==> src/rtl/fetch_unit.sv <==
// Instruction fetch stage: owns the pc, drives the imem req/ack handshake and
// holds one fetched instruction for decode, with stall, redirect and halt.
module fetch_unit #(
  parameter logic [63:0] RESET_PC = 64'h0
) (
  input  logic        CLK,
  input  logic        RST,
  output logic        imem_req,
  output logic [63:0] imem_addr,
  input  logic        imem_ack,
  input  logic [31:0] imem_rdata,
  input  logic        stall,
  input  logic        redirect,
  input  logic [63:0] redirect_pc,
  input  logic        halt,
  output logic        valid_out,
  output logic [31:0] instr,
  output logic [63:0] pc_out,
  output logic [63:0] pc_plus4,
  output logic [6:0]  opcode,
  output logic [4:0]  rd,
  output logic [2:0]  funct3,
  output logic [4:0]  rs1,
  output logic [4:0]  rs2,
  output logic [6:0]  funct7,
  output logic [11:0] funct12,
  output logic        halted,
  output logic [63:0] fetch_count
);

  typedef enum logic [1:0] {StReq, StWait, StSquash, StHalted} state_e;

  state_e      state_q, state_d;
  logic [63:0] pc_q, pc_d;
  logic        valid_q, valid_d;
  logic [31:0] instr_q, instr_d;
  logic [63:0] pc_out_q, pc_out_d;
  logic        halted_q, halted_d;
  logic [63:0] fetch_count_q, fetch_count_d;
  logic [63:0] squash_addr_q, squash_addr_d;

  logic halt_ev;
  logic redir_ev;
  logic accept;

  // State and datapath registers
  always_ff @(posedge CLK or posedge RST) begin
    if (RST) begin
      state_q       <= StReq;
      pc_q          <= RESET_PC;
      valid_q       <= 1'b0;
      instr_q       <= 32'h0000_0013;
      pc_out_q      <= 64'h0;
      halted_q      <= 1'b0;
      fetch_count_q <= 64'h0;
      squash_addr_q <= 64'h0;
    end else begin
      state_q       <= state_d;
      pc_q          <= pc_d;
      valid_q       <= valid_d;
      instr_q       <= instr_d;
      pc_out_q      <= pc_out_d;
      halted_q      <= halted_d;
      fetch_count_q <= fetch_count_d;
      squash_addr_q <= squash_addr_d;
    end
  end

  // Handshake outputs and event decode; halt overrides a same-cycle redirect
  always_comb begin
    halt_ev   = valid_q && halt && !halted_q;
    redir_ev  = redirect && !halted_q && !halt_ev;
    imem_addr = (state_q == StSquash) ? squash_addr_q : pc_q;
    imem_req  = 1'b0;
    case (state_q)
      StReq:    imem_req = !halted_q && (!valid_q || !stall);
      StWait:   imem_req = 1'b1;
      StSquash: imem_req = 1'b1;
      default:  imem_req = 1'b0;
    endcase
    accept = imem_req && imem_ack && ((state_q == StReq) || (state_q == StWait)) &&
             !redir_ev && !halt_ev;
  end

  // Next-state: an unacked request that gets flushed must still be drained in StSquash
  always_comb begin
    state_d = state_q;
    case (state_q)
      StReq: begin
        if (imem_req && !imem_ack) state_d = (halt_ev || redir_ev) ? StSquash : StWait;
        else if (halt_ev)          state_d = StHalted;
      end
      StWait: begin
        if (imem_ack)                 state_d = halt_ev ? StHalted : StReq;
        else if (halt_ev || redir_ev) state_d = StSquash;
      end
      StSquash: begin
        if (imem_ack) state_d = halted_q ? StHalted : StReq;
      end
      default: state_d = StHalted;
    endcase
  end

  // Datapath next-state: pc, fetch/decode register, counters
  always_comb begin
    pc_d          = pc_q;
    valid_d       = valid_q;
    instr_d       = instr_q;
    pc_out_d      = pc_out_q;
    fetch_count_d = fetch_count_q;
    halted_d      = halted_q || halt_ev;
    // Track the live request address so StSquash keeps presenting it
    squash_addr_d = (state_q == StSquash) ? squash_addr_q : imem_addr;
    if (redir_ev) begin
      pc_d = redirect_pc & ~64'h3;
    end else if (accept) begin
      pc_d          = pc_q + 64'd4;
      instr_d       = imem_rdata;
      pc_out_d      = pc_q;
      fetch_count_d = fetch_count_q + 64'd1;
    end
    if (halt_ev || redir_ev)       valid_d = 1'b0;
    else if (accept)               valid_d = 1'b1;
    else if (valid_q && !stall)    valid_d = 1'b0;
  end

  // Registered outputs and decode slices
  always_comb begin
    valid_out   = valid_q;
    instr       = instr_q;
    pc_out      = pc_out_q;
    pc_plus4    = pc_out_q + 64'd4;
    halted      = halted_q;
    fetch_count = fetch_count_q;
    opcode      = instr_q[6:0];
    rd          = instr_q[11:7];
    funct3      = instr_q[14:12];
    rs1         = instr_q[19:15];
    rs2         = instr_q[24:20];
    funct7      = instr_q[31:25];
    funct12     = instr_q[31:20];
  end

endmodule

==> config.mk <==
export PLATFORM = sky130hd
export DESIGN_NAME = fetch_unit
export DESIGN_NICKNAME = d
export VERILOG_FILES = /design/src/rtl/fetch_unit.sv
export SDC_FILE = /design/constraint.sdc
export NUM_CORES = 1
export LEC_CHECK = 0
export CAP_MARGIN = 20
export CORE_MARGIN = 4
export CORE_UTILIZATION = 40
export CTS_CLUSTER_SIZE = 8
export DETAILED_ROUTE_END_ITERATION = 10
export DONT_BUFFER_PORTS = 1
export HOLD_SLACK_MARGIN = 0.15
export PLACE_DENSITY_LB_ADDON = 0.2
export SLEW_MARGIN = 20
export SYNTH_ARGS = -nofsm -noshare
export SYNTH_HDL_FRONTEND = slang
export SYNTH_SLANG_ARGS = --single-unit
export TNS_END_PERCENT = 1
==> constraint.sdc <==
create_clock -name CLK -period 11.25 [get_ports CLK]
set_input_delay 1.125 -clock CLK [delete_from_list [all_inputs] [get_ports CLK]]
set_output_delay 1.125 -clock CLK [all_outputs]
set_load 0.05 [all_outputs]
======== After elaboration in Yosys (flattened, before gate mapping) ========
Index checks and enable logic that the tools add are counted.
W data, S select, Z words.
storage, ports and cells
  register bits after elaboration ......... 292
  bits of input ports ..................... 102
  output and inout port bits .............. 335
  logic and storage cells ................. 60
operators by class
  $add $sub $neg .......................... 3
  equality and inequality tests ........... 5
  muxes and demuxes ....................... 16
  bitwise gates (word level) .............. 1
  reduce and logical (&&, ||, !) cells .... 27
operators by type and width
  cell                     number
  $mux W64                 3
  $add A64 B3 Y64 const B  2
  $add A64 B1 Y64 const B  1
  $mux W2                  8
  $logic_and A1 B1 Y1      11
  $logic_not A1 Y1         6
  $ne A3 B2 Y1 const B     2
  $pmux W2 S3              1
  $logic_or A1 B1 Y1       4
  $mux W1                  3
  $reduce_and A3 Y1        1
  $reduce_bool A3 Y1       1
  $eq A2 B1 Y1 const B     1
  $eq A2 B2 Y1 const B     1
  $logic_not A2 Y1         1
  $ne A2 B2 Y1 const B     1
  $pmux W1 S2              1
  $reduce_and A2 Y1        1
  $reduce_bool A2 Y1       1
  $reduce_or A2 Y1         1
  $not A1 Y1               1

======== Longest topological paths before layout ========
Gate-level depths: netlist of run 1.
  depth after elaboration ................. 10
  gate-level depth with buffers ........... 11
  depth with buffers taken out ............ 8

======== Least setup slack after synthesis of run 1 ========
OpenSTA, ideal clock, no wires.
  path type ............................... reg2out
  from .................................... register pc_out_q[4], in the netlist pc_out[4]
  to ...................................... output port pc_plus4[54]
  arrival ................................. 2.870 ns
  slack ................................... 7.255 ns
  stages on the path, launching flop included .. 9
  path buffers ............................ 2
  path through ............................ dfrtp_1 > and4_1 > clkbuf_1 > nand3_1 > nor4_1 > and4_1 > clkbuf_1 > nand4_1 > xnor2_1
on the way
  cells in the longest elaborated chain, start to end .. 1
RTL lines
  what                    line  source
  from (decl)             37    logic [63:0] pc_out_q, pc_out_d;
  from (signal assigned)  62    pc_out_q <= pc_out_d;
  $add A64 B3 Y64         132   pc_plus4 = pc_out_q + 64'd4;
  to (decl)               19    output logic [63:0] pc_plus4,
No other way between the ends.

======== Worst setup path after layout of run 1 ========
Same ends and word-level chain as after synthesis.

==> results.rst, run 1 <==
.. list-table::
   :header-rows: 1

   * - Metric
     - Value
   * - Run status
     - finished clean
   * - Post-layout net count
     - 1672
   * - Termination of the worst setup path
     - pc_plus4[54]
   * - Worst Setup Slack post-DPL
     - 6.46 ns
   * - Setup tns final
     - 0 ns
   * - First element of the critical path
     - pc_out[4]
   * - Number of global-route vias before repair
     - 11600
   * - Max-slew violation total from the final report
     - 0
   * - Kind of critical path
     - reg2out
   * - Core footprint
     - 0.0378 mm2
   * - Classification of the worst-slack hold path
     - in2async
   * - Post-CTS setup repair buffer count
     - 0
   * - Number of CTS-inserted buffers
     - between 40 and 50
   * - Boundary pin count
     - 437
   * - # diodes
     - 0
   * - Weighted congestion at the end of routability-driven global placement
     - 0.835
   * - VDD IR max
     - 0.0968 mV
   * - Synth warnings
     - 0
   * - Growth of design area from synthesis to finish
     - 8.35%
   * - Global-route wire length before repair
     - 71900 um
   * - Total detailed-routing wirelength
     - 46900 um
   * - Total global-route track usage
     - 21.8%
   * - Main flop type after synthesis
     - dfrtp_1
   * - Final setup viols
     - 0
   * - H-tree level count
     - 2
   * - Post-synthesis sequential area ratio
     - 46.9%
   * - Fraction of layout cells with a size suffix above 1
     - 14.4%
   * - IO Port Bufs
     - 0
   * - Number of DRC markers after the initial detailed-route iteration
     - 866
   * - Highest clock frequency the design can meet
     - 189 MHz
   * - Master of the slowest instance on the critical path
     - xnor2_1
   * - Final hold vios
     - 0
   * - Routed wire length per instance
     - 22.5 um
   * - Die Outline Area
     - 0.0416 mm2
   * - Peak per-stage delay on the critical path
     - 0.94 ns
   * - Flip-flop and latch area
     - 0.00721 mm2
   * - Post-layout min period
     - 5.28 ns
   * - CP endpoint kind
     - output port
   * - Unrepaired setup endpoints after global routing
     - false
   * - Leftover overflow at the end of global routing
     - 0
   * - Critical Path Most Common Cell
     - and4_1
   * - Sink Count
     - 288
   * - First-pass iteration count of the detailed router
     - 5
   * - Sort of element at the start of the critical path
     - register
   * - Clock latency on the worst-skew pair
     - 0.56 ns
   * - Post-Synthesis Cell Area
     - 0.0154 mm2
   * - Antenna violations before repair
     - 0
   * - Area of the multi-input gates
     - 0.00736 mm2
   * - Worst endpoint required time
     - 10.13 ns
   * - Post-detailed-route DRC marker count
     - 0
   * - Final WS setup
     - 5.97 ns
   * - Worst-path fanout max
     - 8
   * - Worst-Margin Slew
     - 1.18 ns
   * - # rows
     - 71
   * - Max-cap violation count
     - 0
   * - Distinct cells, synth
     - 65
   * - Origin of the critical flop-to-flop path
     - state_q[0]
   * - R2r endpoint
     - pc_q[34]
   * - Depth of the most critical reg-to-reg path
     - 10
   * - Clock root buffer
     - clkbuf_16
   * - Buffers from clock root to sink, at most
     - 3
   * - CTS tree
     - built
   * - Number of vias after detailed routing
     - 11900
   * - Resize count post-CTS
     - 0
   * - Largest net degree at the start of global routing
     - 86
   * - Vertical extent of the die
     - 204 um
   * - Initial Util
     - 40.7%
   * - Synthesized area per cell
     - 9.44 um2
   * - Pwr dens
     - around 150 mW/mm2
   * - Worst slew margin
     - 20.6%
   * - Number of flops mapped to enable cells by yosys
     - 0
   * - Final clock period utilization by the worst path
     - roughly 47%
   * - Synthesis-stage register bit count
     - 288
   * - Flop-to-flop setup slack
     - 7.59 ns
   * - Worst setup skew after layout
     - about 0.035 ns
   * - Final-layout fill cell count
     - 3638
   * - CTS hold repair buffers
     - 0
   * - Asr flop ratio synth
     - 100%
   * - Post-synthesis instance total
     - 1629
   * - Routed Antenna Nets
     - 0
   * - Detail-routed via count per cell
     - 5.71
   * - Die span in x
     - 204 um
   * - Cells traversed along the worst timing path
     - and4_1, nand3_1, nor4_1, buf_4, and4_1, nand4_1, xnor2_1
   * - Reported leakage power
     - 7.57 nW
   * - Total half-perimeter wirelength after legalization and detailed placement
     - 33400 um
   * - Reg clk slew, reported paths
     - around 0.05 ns
   * - CP Data Arrival Time
     - 4.16 ns
[flip-flops by register name, indices dropped and copies added (netlist names)]
signal / cells
fetch_count: 64
halted: 1
instr: 32
pc_out: 62
pc_q: 62
squash_addr_q: 64
state_q: 2
valid_out: 1
[power breakdown]
part,leakage (nW),total (mW),internal [mW],switching (mW)
Combinational,3.27,0.193,0.0504,0.142
Sequential,3.74,1.13,1.08,0.0546
Clock,0.557,1.13,0.682,0.450
[per-layer routing]
metal	GRT usage (%)	part of all wire (%)	routed length, um
met1	28.4	42	19500
met2	35.5	48	22400
met3	6.36	8.3	3910
met4	6.51	2.3	1070
met5	0	0	0
[cell usage in the layout (no fill, tap or decap), types with 8 or more instances in the layout]
cell type,instances
a21oi_1,22
a221o_1,9
a31oi_1,14
and2_1,21
and3_1,44
and4_1,22
buf_4,29
clkbuf_1,8
clkbuf_16,43
dfrtp_1,285
inv_1,19
mux2_2,116
nand2_1,400
nand3_1,80
nand4_1,52
nor2_1,53
nor3_1,28
o211ai_1,9
o21ai_0,60
o311ai_0,24
or3_1,10
xnor2_1,79
xor2_1,46
[worst min path at each step]
stage,slack (ns),cells after the start,end
6_report,0.47,1,squash_addr_q[0]
5_1_grt,0.49,1,fetch_count[41]
2_1_floorplan,0.44,2,squash_addr_q[10]
3_5_place_dp,0.47,1,squash_addr_q[0]
4_1_cts,0.46,1,state_q[1]
3_3_place_gp,0.46,2,instr[28]
[final cells by class]
class,instances,share of cell area (%)
clock buffers,51,6.64
flip-flops and latches,288,43.3
repair buffers,29,1.31
multi-input cells,1182,44.2
inverters,20,0.496
clock inverters,3,0.248
well taps,511,3.84
[cell usage after synthesis, types with 4 or more instances]
library cell  count  share of area (%)
inv_1            20               0.49
nand3_1          80                2.6
or4_1             4               0.20
nand4_1          52                2.1
clkbuf_1         55                1.3
nor3_1           28               0.91
ha_1              7               0.57
nor4_1            6               0.24
dfrtp_1         285                 46
o21ai_0          64                2.1
o211ai_1          9               0.44
buf_2            29               0.94
buf_4            53                2.6
nor2_1           54                1.3
a21o_1            4               0.20
and3_1           44                1.8
a21oi_1          22               0.72
xor2_1           46                2.6
nor4_2            5               0.41
xnor2_1          79                4.5
o311ai_0         24                1.4
a41oi_1           5               0.28
a22oi_1           4               0.20
and4_1           22                1.3
nand2_1         400                9.8
mux2_2          116                8.5
and2_1           22               0.89
a221o_1           9               0.59
or3_1            11               0.45
a31oi_1          14               0.57
[per-stage QoR]
step           hold slack [ns]  cells  utilization [%]  area (um2)  total power [mW]
2_1_floorplan            0.443   1632                -       15400              1.30
3_3_place_gp             0.459   2029             41.1       15500              1.34
3_5_place_dp             0.469   2030             41.1       15500              1.34
4_1_cts                  0.459   2084             44.1       16700              2.49
5_1_grt                  0.492   2084             44.1       16700              2.55
6_report                 0.473   2084             44.1       16700              2.46
[cell families (layout without fill, tap and decap cells)]
kind of cell,count (synthesis),after routing,synth area share (%)
simple gates,760,760,24.1
mux,119,119,8.69
compound gates,167,167,7.09
xor+xnor,125,125,7.12
flops,288,288,46.9
fa+ha+maj,7,7,0.569
other cells,1,4,0.0244
buf+inv,162,103,5.56
[worst max-delay path: cells and delay by family (launching register included)]
family	cells	cell delay, ns
XOR/XNOR	1	0.94
flip-flops	1	0.75
AND/OR/NAND/NOR	5	1.68
buffers and inverters	1	0.24
Note: power is estimated with default switching activity, not from simulation.
==> run 2, diff against run 1 <==
==> constraint.sdc (replaced) <==
create_clock -name CLK -period 4.8 [get_ports CLK]
set_input_delay 0.48 -clock CLK [delete_from_list [all_inputs] [get_ports CLK]]
set_output_delay 0.48 -clock CLK [all_outputs]
set_load 0.05 [all_outputs]
==> run 2 against run 1 <==
Clock power is 140% higher. Flip-flop and latch count unchanged. First-iteration DRC count is 2.2% lower. Die area stayed put. Global-route usage rose by 0.22 points. Clock skew is 0.019 ns lower. Setup slack got worse by 5.5 ns. Critical path type unchanged. Largest cell class unchanged.
==> results.rst, run 2 (synthesis gave the netlist of run 1 again) <==
.. list-table::
   :header-rows: 1

   * - Metric
     - Value
   * - Run status
     - finished clean
   * - Worst setup skew after layout
     - 0.0161 ns
   * - Weighted congestion at the end of routability-driven global placement
     - 0.877
   * - Kind of critical path
     - reg2out
   * - Master of the slowest instance on the critical path
     - nor4_1
   * - Number of vias after detailed routing
     - 12500
   * - Classification of the worst-slack hold path
     - in2reg
   * - Worst-path fanout max
     - 8
   * - Initial Util
     - 40.7%
   * - Setup tns final
     - 0 ns
   * - R2r endpoint
     - pc_q[31]
   * - Routed wire length per instance
     - 21.6 um
   * - Cell-internal power
     - around 4.4 mW
   * - # rows
     - 71
   * - Resize count post-CTS
     - 0
   * - Stages on worst setup path
     - 8
   * - Finished layout cell area
     - 0.0180 mm2
   * - Switching power as a share of total power
     - 26.1%
   * - Switching power
     - 1.54 mW
   * - Leading cell type in the layout, fill and taps excluded
     - nand2_1
   * - Worst endpoint required time
     - 4.32 ns
   * - Clock root buffer
     - clkbuf_16
   * - Boundary pin count
     - 437
   * - Peak per-stage delay on the critical path
     - 0.78 ns
   * - H-tree level count
     - 2
   * - Most used cells in the layout excluding fill and tap cells
     - 400 x nand2_1, 285 x dfrtp_1, 116 x mux2_2
   * - Total design power
     - 5.90 mW
   * - VDD IR max
     - 0.257 mV
   * - Total global-route track usage
     - 22.1%
   * - Reg clk slew, reported paths
     - around 0.050 ns
   * - Sort of element at the start of the critical path
     - register
   * - CTS tree
     - built
   * - First element of the critical path
     - pc_out[4]
   * - Final setup viols
     - 0
   * - Reported leakage power
     - 8.18 nW
   * - First-pass iteration count of the detailed router
     - 5
   * - Buffers from clock root to sink, at most
     - 3
   * - Sequential Power Share
     - 45.0%
   * - Die span in x
     - approximately 200 um
   * - Total detailed-routing wirelength
     - 47900 um
   * - Sink Count
     - 288
   * - Max-cap violation count
     - 0
   * - Max-slew violation total from the final report
     - 0
   * - Final worst hold slack
     - about 0.27 ns
   * - Number of DRC markers after the initial detailed-route iteration
     - 847
   * - Origin of the critical flop-to-flop path
     - valid_out
   * - Total half-perimeter wirelength after legalization and detailed placement
     - 33100 um
   * - Clock latency on the worst-skew pair
     - 0.56 ns
   * - IO Port Bufs
     - 0
   * - Core footprint
     - 0.0378 mm2
   * - Antenna violations before repair
     - 2
   * - Depth of the most critical reg-to-reg path
     - 6
   * - Die Outline Area
     - 0.0416 mm2
   * - Fraction of layout cells with a size suffix above 1
     - 15.2%
   * - CP endpoint kind
     - output port
   * - Post-layout net count
     - 1802
   * - Number of CTS-inserted buffers
     - between 40 and 50
   * - Leftover overflow at the end of global routing
     - 0
   * - Final hold vios
     - 0
   * - Worst slew margin
     - 20.7%
   * - Cells traversed along the worst timing path
     - and4_1, nand3_1, nor4_1, buf_4, and4_1, nand4_1, xnor2_1, buf_4
   * - Flop-to-flop setup slack
     - 1.70 ns
   * - Vertical extent of the die
     - just over 200 um
   * - Utilization of the core after routing
     - a little under half
   * - Final clock period utilization by the worst path
     - 90.1%
   * - Termination of the worst setup path
     - pc_plus4[54]
   * - Number of buffer and inverter stages on the critical path
     - 2
   * - Worst-Margin Slew
     - 1.18 ns
   * - Power share of the combinational group
     - ~9%
   * - Post-detailed-placement cell area
     - 0.0158 mm2
   * - Post-CTS setup repair buffer count
     - 0
   * - Pwr dens
     - 328 mW/mm2
   * - Growth of design area from synthesis to finish
     - 16.8%
   * - Cell family with most CP delay
     - simple AND/OR/NAND/NOR gates
   * - Highest clock frequency the design can meet
     - 231 MHz
   * - Routed Antenna Nets
     - 0
   * - Unrepaired setup endpoints after global routing
     - false
   * - CP Data Arrival Time
     - roughly 3.9 ns
   * - Largest net degree at the start of global routing
     - 153
   * - Global-route wire length before repair
     - 73000 um
   * - Post-detailed-route DRC marker count
     - 0
   * - Detail-routed via count per cell
     - between 5 and 6
   * - Post-layout min period
     - 4.33 ns
   * - Number of global-route vias before repair
     - 12100
   * - Clk pwr share
     - 46.1%
   * - CTS hold repair buffers
     - 97
run 2: worst register-to-register path, delay by kind of cell, from the launching register on:
family	cells	cell delay, ns
and+or+nand+nor	2	0.75
buffers and inverters	1	0.47
DFF	1	0.75
AOI/OAI and AO/OA	3	1.01
run 2: routing by layer:
layer	part of all wire [%]	up-vias	wire length, um	global-route usage, %
met5	0	-	0	0
met4	3.3	0	1560	7.99
met3	7.8	96	3730	5.89
met2	47	479	22600	35.3
met1	42	6181	20000	28.9
li1	-	5724	-	-
run 2: through the flow:
| stage | worst slack (ns) | cells |
|---|---|---|
| after floorplan | 0.503 | 1632 |
| after global placement | 1.04 | 2062 |
| after detailed placement | 1.01 | 2062 |
| after CTS | 0.390 | 2213 |
| after global routing | 0.386 | 2216 |
| final | 0.474 | 2216 |
run 2: worst min path at each step:
stage                           start                 to  slack (ns)  cells after the start
CTS                          imem_ack         state_q[1]        0.22                      3
global placement            instr[27]          instr[27]        0.46                      2
finish                       imem_ack         state_q[1]        0.27                      3
floorplan           squash_addr_q[10]  squash_addr_q[10]        0.44                      2
detailed placement          instr[23]          instr[23]        0.47                      2
global route                 imem_ack         state_q[0]        0.26                      3
run 2: layout make-up:
| cell class | count | area [um2] |
|---|---|---|
| Antenna cell | 2 | 5.00 |
| Clock buffer | 52 | 1120 |
| Clock inverter | 2 | 38.8 |
| Fill cell | 3557 | 19800 |
| Inverter | 20 | 78.8 |
| Multi-Input combinational cell | 1182 | 7360 |
| Sequential cell | 288 | 7210 |
| Tap cell | 511 | 639 |
| Timing Repair Buffer | 159 | 1510 |
run 2: power groups by stage:
| stage | clock network, mW | registers (mW) | logic, mW |
|---|---|---|---|
| finish | 2.72 | 2.65 | 0.525 |
| global route | 2.90 | 2.67 | 0.565 |
| CTS | 2.81 | 2.65 | 0.531 |
| detailed placement | 0 | 2.69 | 0.461 |
| global placement | 0 | 2.68 | 0.455 |
| floorplan | 0 | 2.62 | 0.427 |
